### src/rtl/dmem_arbiter.sv
// Two-port arbiter/sequencer in front of Data_memory: one request at a time,
// one memory cycle per request, registered response to the winning port.
module dmem_arbiter #(
    parameter int ADDR_W = 64,
    parameter int DATA_W = 64,
    parameter int RR_EN  = 1
) (
    input  logic              clk,
    input  logic              reset,
    input  logic              req0_valid,
    input  logic              req0_we,
    input  logic [ADDR_W-1:0] req0_addr,
    input  logic [DATA_W-1:0] req0_wdata,
    output logic              req0_ready,
    output logic              rsp0_valid,
    output logic [DATA_W-1:0] rsp0_rdata,
    output logic              rsp0_err,
    input  logic              req1_valid,
    input  logic              req1_we,
    input  logic [ADDR_W-1:0] req1_addr,
    input  logic [DATA_W-1:0] req1_wdata,
    output logic              req1_ready,
    output logic              rsp1_valid,
    output logic [DATA_W-1:0] rsp1_rdata,
    output logic              rsp1_err,
    output logic              MemRead,
    output logic              MemWrite,
    output logic [ADDR_W-1:0] mem_addr,
    output logic [DATA_W-1:0] mem_write_data,
    input  logic [DATA_W-1:0] mem_read_data
);
    typedef enum logic {IDLE, ACCESS} state_e;

    state_e            state_q, state_d;
    logic              rr_ptr_q, rr_ptr_d;     // port that wins a tie next
    logic              lat_we_q, lat_we_d;
    logic              lat_port_q, lat_port_d;
    logic [ADDR_W-1:0] mem_addr_q, mem_addr_d;
    logic [DATA_W-1:0] mem_wdata_q, mem_wdata_d;
    logic              rsp0_valid_q, rsp0_valid_d, rsp1_valid_q, rsp1_valid_d;
    logic              rsp0_err_q, rsp0_err_d, rsp1_err_q, rsp1_err_d;
    logic [DATA_W-1:0] rsp0_rdata_q, rsp0_rdata_d, rsp1_rdata_q, rsp1_rdata_d;

    logic              grant1;
    logic              handshake;
    logic              misaligned;
    logic [DATA_W-1:0] access_rdata;

    always_comb begin
        if (req0_valid && req1_valid) begin
            grant1 = (RR_EN != 0) ? rr_ptr_q : 1'b0;
        end else begin
            grant1 = req1_valid;
        end
    end

    assign req0_ready = (state_q == IDLE) && !reset && req0_valid && !grant1;
    assign req1_ready = (state_q == IDLE) && !reset && req1_valid && grant1;
    assign handshake  = req0_ready || req1_ready;

    // The latched address doubles as the held mem_addr output.
    assign misaligned   = (mem_addr_q[2:0] != 3'b000);
    assign access_rdata = (lat_we_q || misaligned) ? '0 : mem_read_data;

    assign MemRead  = (state_q == ACCESS) && !lat_we_q && !misaligned;
    // A write whose ending edge sees reset must never reach the memory.
    assign MemWrite = (state_q == ACCESS) && lat_we_q && !misaligned && !reset;

    assign mem_addr       = mem_addr_q;
    assign mem_write_data = mem_wdata_q;
    assign rsp0_valid     = rsp0_valid_q;
    assign rsp0_rdata     = rsp0_rdata_q;
    assign rsp0_err       = rsp0_err_q;
    assign rsp1_valid     = rsp1_valid_q;
    assign rsp1_rdata     = rsp1_rdata_q;
    assign rsp1_err       = rsp1_err_q;

    always_comb begin
        state_d      = state_q;
        rr_ptr_d     = rr_ptr_q;
        lat_we_d     = lat_we_q;
        lat_port_d   = lat_port_q;
        mem_addr_d   = mem_addr_q;
        mem_wdata_d  = mem_wdata_q;
        rsp0_valid_d = 1'b0;
        rsp1_valid_d = 1'b0;
        rsp0_rdata_d = rsp0_rdata_q;
        rsp1_rdata_d = rsp1_rdata_q;
        rsp0_err_d   = rsp0_err_q;
        rsp1_err_d   = rsp1_err_q;
        case (state_q)
            IDLE: begin
                if (handshake) begin
                    state_d     = ACCESS;
                    lat_port_d  = grant1;
                    lat_we_d    = grant1 ? req1_we : req0_we;
                    mem_addr_d  = grant1 ? req1_addr : req0_addr;
                    mem_wdata_d = grant1 ? req1_wdata : req0_wdata;
                    rr_ptr_d    = !grant1;
                end
            end
            ACCESS: begin
                state_d = IDLE;
                if (lat_port_q) begin
                    rsp1_valid_d = 1'b1;
                    rsp1_rdata_d = access_rdata;
                    rsp1_err_d   = misaligned;
                end else begin
                    rsp0_valid_d = 1'b1;
                    rsp0_rdata_d = access_rdata;
                    rsp0_err_d   = misaligned;
                end
            end
            default: state_d = IDLE;
        endcase
    end

    always_ff @(posedge clk) begin
        if (reset) begin
            state_q      <= IDLE;
            rr_ptr_q     <= 1'b0;
            lat_we_q     <= 1'b0;
            lat_port_q   <= 1'b0;
            mem_addr_q   <= '0;
            mem_wdata_q  <= '0;
            rsp0_valid_q <= 1'b0;
            rsp1_valid_q <= 1'b0;
            rsp0_rdata_q <= '0;
            rsp1_rdata_q <= '0;
            rsp0_err_q   <= 1'b0;
            rsp1_err_q   <= 1'b0;
        end else begin
            state_q      <= state_d;
            rr_ptr_q     <= rr_ptr_d;
            lat_we_q     <= lat_we_d;
            lat_port_q   <= lat_port_d;
            mem_addr_q   <= mem_addr_d;
            mem_wdata_q  <= mem_wdata_d;
            rsp0_valid_q <= rsp0_valid_d;
            rsp1_valid_q <= rsp1_valid_d;
            rsp0_rdata_q <= rsp0_rdata_d;
            rsp1_rdata_q <= rsp1_rdata_d;
            rsp0_err_q   <= rsp0_err_d;
            rsp1_err_q   <= rsp1_err_d;
        end
    end
endmodule

### config.mk
export PLATFORM = sky130hd
export DESIGN_NAME = dmem_arbiter
export DESIGN_NICKNAME = d
export VERILOG_FILES = /design/src/rtl/dmem_arbiter.sv
export SDC_FILE = /design/constraint.sdc
export NUM_CORES = 1
export LEC_CHECK = 0
export ABC_AREA = 1
export CAP_MARGIN = 10
export CORE_AREA = 2 2 232 234
export DETAILED_ROUTE_END_ITERATION = 8
export DIE_AREA = 0 0 234 236
export GPL_ROUTABILITY_DRIVEN = 0
export GPL_TIMING_DRIVEN = 0
export PLACE_DENSITY = 0.51
export SLEW_MARGIN = 0
export SYNTH_ARGS = -nofsm -noshare
export SYNTH_HDL_FRONTEND = slang
export SYNTH_SLANG_ARGS = --single-unit
export TNS_END_PERCENT = 5
### constraint.sdc
create_clock -name clk -period 1.5 [get_ports clk]
set_input_delay 0.375 -clock clk [delete_from_list [all_inputs] [get_ports clk]]
set_output_delay 0.375 -clock clk [all_outputs]
set_load 0.02 [all_outputs]
==> results.py <==
metrics = {
    "setup_path": {
        "r2r_slack_ns": -0.14,
        "worst_setup_path_start_kind": "flip-flop",
        "crit_fanout": 10,
        "critPathKind": "flip-flop to output port",
        "endpoint_kind": "output port",
        "crit_start": "rr_ptr_q",
        "cp_cell_sequence": "inv_1, nand2_4, buf_2, a21oi_4, buf_6",
        "cpMaxStageDelayCell": "dfxtp_1",
        "max_stage_delay_ns": 0.29,
        "r2r_cells": 9,
        "crit_arrival_ns": 1.64,
        "critPathBufInv": 3,
        "crit_family": "buffers and inverters",
        "r2r_end": "mem_addr[19]",
        "required_ns": 1.12,
        "cp.depth": 5,
        "r2r_start": "state_q",
        "cp-endpoint": "req0_ready",
    },
    "power": {
        "power_switching_mw": 7.129,
        "seq_power_share": 0.362,
        "power.density_nw_per_um2": 1168,
        "pwr-share-clk": 0.374,
        "combPwrFrac": 0.265,
        "p_sw_frac": 0.3215,
        "p_leak_nw": 9.410,
        "vdd_drop_max_mv": 0.8606,
        "p_int_mw": 15.05,
    },
    "detailed_routing": {
        "wl_per_cell_um": 17.98,
        "vias": 13887,
        "met1Wirelength_um": 24030,
        "detail_route.vias_per_cell": 4.396,
        "wl_met3_um": 3645,
        "antenna_left": 0,
        "drc": 0,
        "dr.pass1.iters": 5,
        "drt_iter0_drc": 589,
        "drt_wl_total_um": 56810,
        "wl_met2_um": 27320,
        "top_layer": "met4",
    },
    "synthesis": {
        "async_flop_share": 0,
        "synth_sequential_area_ratio": 0.4465,
        "ys_ff_latch": 264,
        "yosysMostFrequentCell": "nand2_1",
        "synthTopCellsByArea": "dfxtp_1 (45%), nand2_1 (14%), nand3_1 (11%)",
        "synth-main-ff-cell": "dfxtp_1",
        "syn-instance-count": 1798,
        "synth.top_cell.area_share": 0.4465,
        "ys_warn_count": 0,
        "syn_nets": 2124,
        "syn_area_per_cell_um2": 6.584,
        "synth_commonest_cells": "nand2_1 (457), dfxtp_1 (264), nor2_1 (262), nand3_1 (261), inv_1 (137)",
        "synth.largest_area_cell": "dfxtp_1",
        "syn_area_um2": 11840,
        "synth_cell_types": 20,
        "synth-edff-count": 0,
    },
    "timing": {
        "fin_crit_ns": 2.016,
        "slew_headroom": 0.6635,
        "setup_viol_count_final": 138,
        "min_period_over_period": 1.344,
        "fin_skew_ns": 0.02179,
        "finalHoldViolations": 0,
        "rsz0062_at_grt": "yes",
        "slew_violations": 0,
        "holdWs_ns": 0.3511,
        "worstMarginPinSlew_ns": 0.5047,
        "setup_ws_ns": -0.5156,
        "max_freq_mhz": 496.1,
    },
    "global_route": {
        "grt_max_degree": 13,
        "grt_pass1_wl_um": 83990,
        "gr-total-overflow": 0,
        "grtUsageTotal": 0.1986,
        "antenna_found_initial": 4,
        "grt_pass1_vias": 13793,
    },
    "finish": {
        "layout-drive-gt1-share": 0.1872,
        "fin_nets": 2759,
        "fillers": 5725,
        "finalInstanceArea_um2": 18990,
        "synthToLayoutAreaGrowth_pct": 60.43,
        "seq_area_um2": 5296,
        "final_cells": 3159,
        "multi_input_area_um2": 5469,
        "post-route-util": 0.3578,
    },
    "die": {
        "ios": 590,
        "chipHeight_um": 236,
        "start_util": 0.2231,
        "die_w_um": 234,
        "row_count": 85,
        "core_um2": 53070,
        "fp.dieArea_um2": 55220,
    },
    "clock_tree": {
        "cts_buffer_depth": 3,
        "clock-sinks": 264,
        "cts_hold_buf": 0,
        "htree_num_levels": 2,
        "numCtsBuffers": 35,
        "cts_root_buf": "clkbuf_16",
        "cts.clk_slew.worst_paths_ns": 0.05,
        "clk_latency_ns": 0.53,
        "cts_tree": "built",
    },
    "hold_path": {
        "hp-class": "primary input to flip-flop",
    },
    "placement": {
        "portBuffers": 588,
        "placed_cell_area_um2": 18600,
        "dp.cells": 3082,
        "pre_cts_slack_ns": -1.619,
        "hpwlAfterDp_um": 44270,
    },
    "run_status": {
        "failed_checks": "negative setup slack",
        "status": "complete, but fails checks",
    },
    "job": {
        "maxCapViolCount": 0,
    },
}
[what timing repair did]
item / 4_1_cts / 5_1_grt
setup endpoints to repair: 525 / 289
hold endpoints to repair: 0 / 0
gates resized for setup: 1134 / 148
pin swaps: 2 / 2
setup buffers: 8 / 3
[worst register-to-register path: stages (launching register included)]
cell and delay, ns:
dfxtp_2 0.33, nor2_4 0.15, nand2_4 0.11, buf_4 0.20
nand2_1 0.09, nand2_2 0.09, buf_12 0.17, clkbuf_4 0.19
nor2_1 0.14, nor2_1 0.06
[metrics by stage]
| step | setup TNS [ns] | total power, mW |
|---|---|---|
| 3_5_place_dp | -247.35 | 14.35 |
| 6_report | -9.952 | 22.18 |
| 4_1_cts | -40.11 | 22.43 |
| 2_1_floorplan | -0.01704 | 11.11 |
| 5_1_grt | -32.72 | 23.34 |
| 3_3_place_gp | -245.83 | 14.32 |
[state kept, by name, indices dropped and copies added (netlist names)]
register	cells
lat_port_q	1
lat_we_q	1
mem_addr	64
mem_write_data	64
rr_ptr_q	1
rsp0_err	1
rsp0_rdata	64
rsp0_valid	1
rsp1_err	1
rsp1_rdata	64
rsp1_valid	1
state_q	1
[worst min path at each step]
| stage | depth (start not counted) | slack [ns] | start | to |
|---|---|---|---|---|
| floorplan | 1 | 0.44 | reset | rsp0_err |
| global placement | 2 | 0.47 | rsp0_err | rsp0_err |
| detailed placement | 2 | 0.47 | rsp0_err | rsp0_err |
| CTS | 2 | 0.31 | reset | rsp1_valid |
| global route | 2 | 0.36 | reset | rsp0_err |
| finish | 2 | 0.35 | reset | rsp1_valid |
[per-layer routing]
metal,track usage,vias up
met1,0.2446,6394
met5,0,-
met4,0.06828,0
met3,0.04255,95
li1,-,6997
met2,0.3397,401
[power by group through the flow]
stage,Combinational (mW),Clock (mW),Sequential [mW]
final,5.87,8.28,8.02
after global routing,6.43,8.82,8.09
after CTS,5.82,8.60,8.01
after detailed placement,6.18,0,8.17
after global placement,6.17,0,8.15
after floorplan,2.20,0,8.91
[cells by family after synthesis]
logic type / share of synthesized area
AOI/OAI and AO/OA: 0.1103
buffers and inverters: 0.09914
DFF: 0.4465
and+or+nand+nor: 0.3440
[layout by cell type (no fill, tap or decap), types with 2 or more instances in the layout]
cell type,n
nand2_1,455
diode_2,6
nand3_4,2
nor2_2,5
clkdlybuf4s50_1,322
clkbuf_8,6
a21oi_1,128
dfxtp_1,257
dlymetal6s2s_1,8
clkbuf_1,38
nor2_1,256
bufinv_16,2
clkinv_4,2
buf_6,14
clkbuf_16,37
nand2_2,2
a21oi_2,2
dlygate4sd2_1,2
buf_2,265
nor2_4,3
buf_12,3
clkinv_2,5
nand3_1,260
buf_4,31
inv_2,4
dfxtp_2,6
clkbuf_2,37
clkbuf_4,20
nand2_4,3
o21ai_0,130
buf_8,4
inv_1,132
buf_1,8
[cell type report]
type                            count  share of cell area
Clock buffer                       50             0.05284
Clock inverter                     11            0.006654
Antenna cell                        6           0.0007906
Inverter                          137             0.02734
Multi-Input combinational cell   1250              0.2880
Buffer                            147             0.04770
Tap cell                          696             0.04586
Sequential cell                   264              0.2789
Timing Repair Buffer              598              0.2519
(Power assumes the default switching activity.)
